File: config.mk
export PLATFORM = sky130hd
export DESIGN_NAME = adventure_game_ctrl
export DESIGN_NICKNAME = d
export VERILOG_FILES = /design/src/rtl/adventure_pkg.sv /design/src/rtl/adventure_btn_arbiter.sv /design/src/rtl/adventure_game_ctrl.sv
export SDC_FILE = /design/constraint.sdc
export NUM_CORES = 1
export LEC_CHECK = 0
export CAP_MARGIN = 10
export CORE_MARGIN = 5
export CORE_UTILIZATION = 61
export DETAILED_ROUTE_END_ITERATION = 8
export DONT_BUFFER_PORTS = 1
export HOLD_SLACK_MARGIN = 0.08
export MAX_ROUTING_LAYER = met4
export PLACE_DENSITY = 0.86
export SYNTH_ARGS = -nofsm -noshare
export SYNTH_HDL_FRONTEND = slang
export SYNTH_HIERARCHICAL = 1
export SYNTH_SLANG_ARGS = --single-unit
File: constraint.sdc
create_clock -name clk -period 1.7 [get_ports clk]
set_input_delay 0.17 -clock clk [delete_from_list [all_inputs] [get_ports clk]]
set_output_delay 0.17 -clock clk [all_outputs]
set_load 0.02 [all_outputs]
File: src/rtl/adventure_pkg.sv
// Shared definitions for the adventure-game player controller.
//   - Room codes, matching the room FSM's room_locate encoding.
//   - Direction codes, matching the room FSM's direction input.
//   - Controller state enum.
//   - neutral_dir(): a per-room direction that the room FSM treats as a no-op.
//   - is_end_room(): true for the two terminal rooms.
package adventure_pkg;

  localparam logic [2:0] ROOM_CAVE   = 3'b000;  // Cave of Cacophony (start)
  localparam logic [2:0] ROOM_TUNNEL = 3'b001;  // Twisty Tunnel
  localparam logic [2:0] ROOM_RIVER  = 3'b010;  // Rapid River
  localparam logic [2:0] ROOM_STASH  = 3'b011;  // Secret Sword Stash
  localparam logic [2:0] ROOM_DEN    = 3'b100;  // Dragon's Den
  localparam logic [2:0] ROOM_GRAVE  = 3'b101;  // Grievous Graveyard (lose)
  localparam logic [2:0] ROOM_WIN    = 3'b110;  // Victory Vault (win)

  typedef enum logic [1:0] {
    DIR_N = 2'b00,
    DIR_E = 2'b01,
    DIR_W = 2'b10,
    DIR_S = 2'b11
  } dir_e;

  typedef enum logic [2:0] {
    ST_IDLE,
    ST_WAIT,
    ST_DRIVE,
    ST_CHECK,
    ST_DONE
  } ctrl_state_e;

  // Direction that leaves the given room unchanged in the room FSM.
  function automatic dir_e neutral_dir(input logic [2:0] room);
    case (room)
      ROOM_CAVE:   return DIR_W;
      ROOM_TUNNEL: return DIR_N;
      ROOM_RIVER:  return DIR_S;
      ROOM_STASH:  return DIR_N;
      default:     return DIR_N;
    endcase
  endfunction

  function automatic logic is_end_room(input logic [2:0] room);
    return (room == ROOM_GRAVE) || (room == ROOM_WIN);
  endfunction

endpackage

File: src/rtl/adventure_btn_arbiter.sv
// Direction-button arbiter.
// Picks one direction from the four level requests with fixed priority
// N > E > S > W, and only offers it while armed. armed drops when a request
// is accepted (or on disarm) and comes back only once all buttons are seen
// released, so one press produces exactly one move.
// Ports:
//   clk, reset_n : clock, synchronous active-low reset
//   btn_req[3:0] : level requests [3]=N [2]=E [1]=S [0]=W
//   accept       : controller took the offered request this cycle
//   disarm       : controller forces armed low (new game / restart)
//   req_valid    : armed and at least one button held
//   req_dir      : highest-priority requested direction
module adventure_btn_arbiter
  import adventure_pkg::*;
(
  input  logic       clk,
  input  logic       reset_n,
  input  logic [3:0] btn_req,
  input  logic       accept,
  input  logic       disarm,
  output logic       req_valid,
  output dir_e       req_dir
);

  logic armed;

  // NOTE: sequential state is written only with non-blocking (<=) so every
  // flop samples the pre-edge values regardless of statement order.
  always_ff @(posedge clk) begin
    if (!reset_n) begin
      armed <= 1'b0;
    end else if (accept || disarm) begin
      armed <= 1'b0;
    end else if (btn_req == 4'b0000) begin
      armed <= 1'b1;
    end
  end

  assign req_valid = armed && (btn_req != 4'b0000);

  // NOTE: req_dir gets a default before the priority chain; without it a
  // path with no assignment would infer a latch.
  always_comb begin
    req_dir = DIR_W;
    if (btn_req[3])      req_dir = DIR_N;
    else if (btn_req[2]) req_dir = DIR_E;
    else if (btn_req[1]) req_dir = DIR_S;
  end

endmodule

File: src/rtl/adventure_game_ctrl.sv
// Player-side controller for the adventure-game room FSM.
// Turns button presses into single one-cycle move commands, holds a per-room
// no-op direction between moves, checks whether each move changed the room,
// tracks the sword, counts moves and reports end-of-game and den stalls.
// Ports:
//   clk, reset_n  : clock, synchronous active-low reset
//   play          : level, game enabled
//   restart       : one-cycle pulse, leaves DONE
//   btn_req[3:0]  : button levels [3]=N [2]=E [1]=S [0]=W
//   room_locate   : current room from the room FSM
//   room_result   : win flag from the room FSM
//   direction     : move command to the room FSM (N=00 E=01 S=11 W=10)
//   room_start    : room FSM start (low holds it in the Cave)
//   room_reset    : room FSM reset (leaves Graveyard/Vault)
//   sword_state   : sword held, fed back to the room FSM
//   move_count    : saturating count of moves that changed room
//   illegal_move  : one-cycle pulse, accepted move left the room unchanged
//   game_over     : high in DONE
//   win           : result, valid while game_over is high
//   den_error     : sticky, too long in Dragon's Den
module adventure_game_ctrl
  import adventure_pkg::*;
#(
  parameter int MOVE_CNT_W  = 8,
  parameter int DEN_TIMEOUT = 16
) (
  input  logic                  clk,
  input  logic                  reset_n,
  input  logic                  play,
  input  logic                  restart,
  input  logic [3:0]            btn_req,
  input  logic [2:0]            room_locate,
  input  logic                  room_result,
  output logic [1:0]            direction,
  output logic                  room_start,
  output logic                  room_reset,
  output logic                  sword_state,
  output logic [MOVE_CNT_W-1:0] move_count,
  output logic                  illegal_move,
  output logic                  game_over,
  output logic                  win,
  output logic                  den_error
);

  localparam int DEN_W = $clog2(DEN_TIMEOUT + 1);

  ctrl_state_e      state;
  dir_e             dir_q;
  logic [2:0]       room_q;
  logic [DEN_W-1:0] den_cnt;

  logic req_valid;
  dir_e req_dir;
  logic accept;
  logic disarm;

  // Same condition as the WAIT branch that latches a move.
  assign accept = (state == ST_WAIT) && play && !is_end_room(room_locate) && req_valid;
  assign disarm = ((state == ST_IDLE) && play) || ((state == ST_DONE) && restart);

  adventure_btn_arbiter u_arbiter (
    .clk       (clk),
    .reset_n   (reset_n),
    .btn_req   (btn_req),
    .accept    (accept),
    .disarm    (disarm),
    .req_valid (req_valid),
    .req_dir   (req_dir)
  );

  // Outside the one DRIVE cycle the room FSM sees a direction that cannot
  // move it, so it never takes a spurious step.
  assign direction = (state == ST_DRIVE) ? dir_q : neutral_dir(room_locate);

  always_ff @(posedge clk) begin
    if (!reset_n) begin
      state        <= ST_IDLE;
      dir_q        <= DIR_N;
      room_q       <= ROOM_CAVE;
      den_cnt      <= '0;
      room_start   <= 1'b0;
      room_reset   <= 1'b0;
      sword_state  <= 1'b0;
      move_count   <= '0;
      illegal_move <= 1'b0;
      game_over    <= 1'b0;
      win          <= 1'b0;
      den_error    <= 1'b0;
    end else begin
      illegal_move <= 1'b0;
      room_reset   <= 1'b0;

      // Consecutive cycles in the Den; any other room restarts the timer.
      if (room_locate == ROOM_DEN) begin
        if (den_cnt != DEN_W'(DEN_TIMEOUT)) den_cnt <= den_cnt + DEN_W'(1);
        if (den_cnt == DEN_W'(DEN_TIMEOUT - 1)) den_error <= 1'b1;
      end else begin
        den_cnt <= '0;
      end

      if (state != ST_IDLE && state != ST_DONE && room_locate == ROOM_STASH)
        sword_state <= 1'b1;

      case (state)
        ST_IDLE: begin
          room_start <= 1'b0;
          if (play) begin
            room_start  <= 1'b1;
            sword_state <= 1'b0;
            move_count  <= '0;
            den_error   <= 1'b0;
            state       <= ST_WAIT;
          end
        end
        ST_WAIT: begin
          if (!play) begin
            room_start <= 1'b0;
            state      <= ST_IDLE;
          end else if (is_end_room(room_locate)) begin
            game_over <= 1'b1;
            win       <= room_result;
            state     <= ST_DONE;
          end else if (req_valid) begin
            dir_q  <= req_dir;
            room_q <= room_locate;
            state  <= ST_DRIVE;
          end
        end
        ST_DRIVE: state <= ST_CHECK;
        ST_CHECK: begin
          // The room FSM has taken the move by now; compare against the
          // room we left from.
          if (room_locate != room_q) begin
            if (move_count != {MOVE_CNT_W{1'b1}}) move_count <= move_count + MOVE_CNT_W'(1);
          end else begin
            illegal_move <= 1'b1;
          end
          state <= ST_WAIT;
        end
        ST_DONE: begin
          win <= room_result;
          if (restart) begin
            room_reset  <= 1'b1;
            room_start  <= 1'b0;
            sword_state <= 1'b0;
            move_count  <= '0;
            game_over   <= 1'b0;
            win         <= 1'b0;
            state       <= ST_IDLE;
          end
        end
        default: state <= ST_IDLE;
      endcase
    end
  end

endmodule
======== Yosys cells after proc, flatten, opt, wreduce, memory -nomap -nowiden ========
Cells that the tools add are included.
operators by class
  $add $sub $neg .......................... 2
  eq/ne operators ......................... 22
  mux-type cells .......................... 37
  bitwise logic cells ..................... 2
  reduce and logical (&&, ||, !) cells .... 30
operator list
  cell                   count
  $mux W8                4
  $pmux W8 S3            1
  $mux W1                18
  $mux W3                5
  $pmux W3 S5            1
  $eq A3 B2 Y1 const B   4
  $eq A3 B3 Y1 const B   4
  $ne A2 B2 Y1 const B   6
  $reduce_and A3 Y1      3
  $reduce_bool A3 Y1     3
  $add A8 B1 Y8 const B  1
  $logic_and A1 B1 Y1    8
  $ne A8 B8 Y1 const B   1
  $reduce_and A4 Y1      2
  $logic_not A3 Y1       2
  $mux W2                3
  $pmux W1 S2            3
  $reduce_and A2 Y1      3
  $add A5 B1 Y5 const B  1
  $eq A5 B4 Y1 const B   1
  $ne A5 B5 Y1 const B   1
  $reduce_and A5 Y1      1
  $logic_not A4 Y1       1
  $ne A4 B3 Y1 const B   1
  other kinds (12)       15
word-level totals
  bits in registers ....................... 29
  input port bits ......................... 12
  output and inout bits ................... 17
  logic and storage cells ................. 106

======== Depth between registers and ports, before layout ========
  depth after elaboration ................. 7
  gate-level depth with buffers ........... 6
  gate-level depth less buffers ........... 6

======== Cells and area by module ========
The synthesis kept the hierarchy.
modules (own cells, without submodules)
  module                 instances  cells an instance  area an instance (µm²)  seq. area each (µm²)
  adventure_game_ctrl    1          156                1410.1                  560.5
  adventure_btn_arbiter  1          8                  63.8                    20.0

======== Worst setup path after synthesis ========
No wires, ideal clock.
  path type ............................... register to register
  start point ............................. register move_count[0]
  end point ............................... register move_count[6]
  arrival ................................. 1.349 ns
  setup slack ............................. 0.220 ns
  stages on the path, launching flop included .. 6
  path buffers ............................ 0
  clock period less this slack ............ 1.480 ns
  path through ............................ dfxtp_1 -> ha_1 -> and3_1 -> o311ai_1 -> o311ai_1 -> o41ai_1
on the way
  longest elaborated chain between the ends .. 4
  elaborated cells between the ends (all ways) .. 7
ends and longest elaborated chain
  what                    RTL line                    text
  start, declared         adventure_game_ctrl.sv:38   output logic [MOVE_CNT_W-1:0] move_count,
  start signal, assigned  adventure_game_ctrl.sv:134  if (move_count != {MOVE_CNT_W{1'b1}}) move_count <= move_count + MOVE_CNT_W'(1);
  $add A8 B1 Y8           adventure_game_ctrl.sv:134
  $mux W8                 adventure_game_ctrl.sv:134
  $mux W8                 adventure_game_ctrl.sv:133  if (room_locate != room_q) begin
  $pmux W8 S3             adventure_game_ctrl.sv:104  case (state)
Parallel ways exist; a longest one is shown, timed or not. The select of a mux whose other input is x is not followed.
A chain may end at the register's enable or synchronous reset.

======== Worst setup path after layout ========
  start point ............................. register state[1]
  end point ............................... output direction[1]
on the way
  longest elaborated chain between the ends .. 2
ends and longest elaborated chain
  what                    RTL line                    text
  start, declared         adventure_game_ctrl.sv:47   ctrl_state_e state;
  start signal, assigned  adventure_game_ctrl.sv:77   state <= ST_IDLE;
  start signal, assigned  adventure_game_ctrl.sv:112  state <= ST_WAIT;
  start signal, assigned  adventure_game_ctrl.sv:118  state <= ST_IDLE;
  $eq A3 B2 Y1            adventure_game_ctrl.sv:73   assign direction = (state == ST_DRIVE) ? dir_q : neutral_dir(room_locate);
  $mux W2                 adventure_game_ctrl.sv:73
  end, declared           adventure_game_ctrl.sv:34   output logic [1:0] direction,
No other way between the ends.

==> qor.txt <==
status - finished clean
FF+latch area - 583 um2
Post-DP HPWL - 2280 um
Slowest cell on crit path - mux2_2
initial antenna violation count - 0
fraction of layout cells with a size suffix above 1 - 0.154
largest fanout on the critical path - 6
Yosys reg bits - 29
CP arrival - 1440 ps
setup bufs post-CTS - 0
PD cells - 702 nW/um2
final slew viol count - 0
Yosys warnings - 6
clk_skew - 2.29 ps
Num CTS Buffers - 5
Worst Hold Path EP - dir_q[1]
Die Wd - 59.2 um
RSZ-0062 raised after global routing - false
most frequent cells in the layout - 27 x dfxtp_1, 21 x nor2_1, 16 x nand2_1
largest net degree at the start of global routing - 15
WHS - 81.0 ps
Post-Place Setup Slack - 90.5 ps
Worst-path clk slew - 90 ps
Cell Area, Synth - 1470 um2
Lkg Pwr - 0.736 nW
placed cell count - 193
Post-Syn Nets - 180
min-delay src - btn_req[2]
Max stage delay on crit path - 430 ps
Netlist cell types - 47
endpoints failing setup - 0
sequential fraction of the synthesis area - 0.394
# DRC - 0
Tmin final - 1610 ps
Row Count - 17
fin nets - 197
Worst setup SP type - register
CP required - 1530 ps
number of buffers added on ports - 0
area grow syn2layout - 13.8%
fin cells - 210
commonest non-fill, non-tap cell in the layout - dfxtp_1
core area - 2250 um2
sequence of cells on the critical path - inv_2 -> nor3_4 -> mux2_2
multi-input logic area - 825 um2
Mapped Cells - 164
antenna-violating nets left - 0
Overflow after GRT - 0
Avg Inst Size Synth - 8.99 um2
Final Hold Fails - 0
gr usage total - 0.209
Via-to-Cell Ratio - 6.09
latest clock arrival within the worst-skew pair - 320 ps
Starting Density - 0.654
worst r2r src - state[2]
drt wl/cell - 15.9 um
ys async rst share - 0
DRT iter0 DRCs - 39
crit end category - output pin
worst path bufs/invs - 1
Post-synth EDFFs - 0
Hold Crit Depth - 3
n_diodes - 0
Fillers - 175
Slew headroom - 0.638
Die Y-Extent - 59.2 um
final worst slack - 88.6 ps
Least-Margin Pin Slew - 534 ps
clock buffer depth - 2
final setup TNS - 0 ps
Detailed Route WL - 3340 um
cells on worst reg2reg path - 4
Root Buffer Master - clkbuf_4
die area - 3500 um2
kind of critical path - reg -> out
# IOs - 29
Sink Count - 29
# H-tree levels - 2
fmax - 0.621 GHz
TritonCTS clock tree - done
Max Cap Viol - 0
Via Count - 1278
fin crit share - 0.948
Final Wtd Congestion - 0.871
FF-to-FF setup slack - 120 ps
HP Class - in -> reg
Crit path depth - 3
vias in the first global route - 1267
first-pass GRT wire length - 5580 um
crit-path leading delay family - multiplexers
main flop type after synthesis - dfxtp_1
Peak VDD IR - 0.707 mV
Pre-antenna DRT Iters - 4
R2R Path End - move_count[6]
[worst max-delay path by stage]
stage	start	end	slack, ps
after floorplan	move_count[0]	move_count[6]	220
after global placement	state[1]	direction[1]	220
after detailed placement	state[2]	move_count[6]	90
after CTS	state[1]	direction[1]	3
after global routing	state[1]	direction[1]	10
final	state[1]	direction[1]	90
[cells by family after synthesis]
family / count (synthesis) / synth area share
AOI/OAI and AO/OA: 24 / 0.126
adders and majority gates: 4 / 0.0340
buffers and inverters: 17 / 0.0552
DFF: 29 / 0.394
and+or+nand+nor: 69 / 0.250
muxes: 12 / 0.0832
xor gates and xnor gates: 9 / 0.0586
[sequential cells by signal (all words and copies together), names as in the netlist, 2 cells and up]
register / flops
state: 3
move_count: 8
den_cnt: 5
dir_q: 2
room_q: 3
[power by group]
group / total, W / switching [W] / internal (W)
registers: 0.000696 / 0.0000109 / 0.000685
clock network: 0.000390 / 0.000233 / 0.000157
logic: 0.0000911 / 0.0000500 / 0.0000411
[Yosys cell counts (all sizes together), types with 3 or more instances]
master | n | area (um2)
dfxtp | 29 | 581
and3 | 4 | 25.0
nand2b | 3 | 18.8
nand3 | 6 | 35.0
and4bb | 3 | 37.5
nand2 | 16 | 60.1
xnor2 | 4 | 35.0
ha | 4 | 50.1
inv | 11 | 41.3
nor2 | 21 | 78.8
a21oi | 5 | 28.8
nor3 | 5 | 25.0
buf | 4 | 32.5
xor2 | 5 | 51.3
mux2i | 10 | 100
[area by class of cell]
| cell class | instances | area share |
|---|---|---|
| multi-input combinational | 118 | 0.491 |
| clock buffer | 6 | 0.0246 |
| inverter | 11 | 0.0246 |
| sequential | 29 | 0.348 |
| tap | 28 | 0.0209 |
| timing repair buffer | 16 | 0.0850 |
| clock inverter | 2 | 0.00597 |
[worst reg2reg max path, cell delays in order, from the launching register on]
cell and delay (ps):
dfxtp_2 460, mux2_1 370, a21oi_2 330, o311ai_1 200, o41ai_1 100
[metal layers]
layer  share of wire  vias up  GRT usage
met5               0        -          -
met4           0.015        0     0.0485
met2            0.48       56      0.338
met3           0.094        8     0.0610
li1                -      614          -
met1            0.41      600      0.257
[metrics by stage]
| stage | total power (W) | instance area (um2) | utilization |
|---|---|---|---|
| 5_1_grt | 0.00124 | 1680 | 0.744 |
| 2_1_floorplan | 0.000777 | 1470 | - |
| 3_5_place_dp | 0.000777 | 1520 | 0.675 |
| 3_3_place_gp | 0.000774 | 1520 | 0.675 |
| 6_report | 0.00118 | 1680 | 0.744 |
| 4_1_cts | 0.00117 | 1650 | 0.731 |
[timing repair]
item | CTS | global route
hold buffers | 7 | 2
hold endpoints to repair | 23 | 2
gates resized for setup | 2 | 4
setup endpoints to repair | 2 | 6
(Power assumes the default switching activity.)
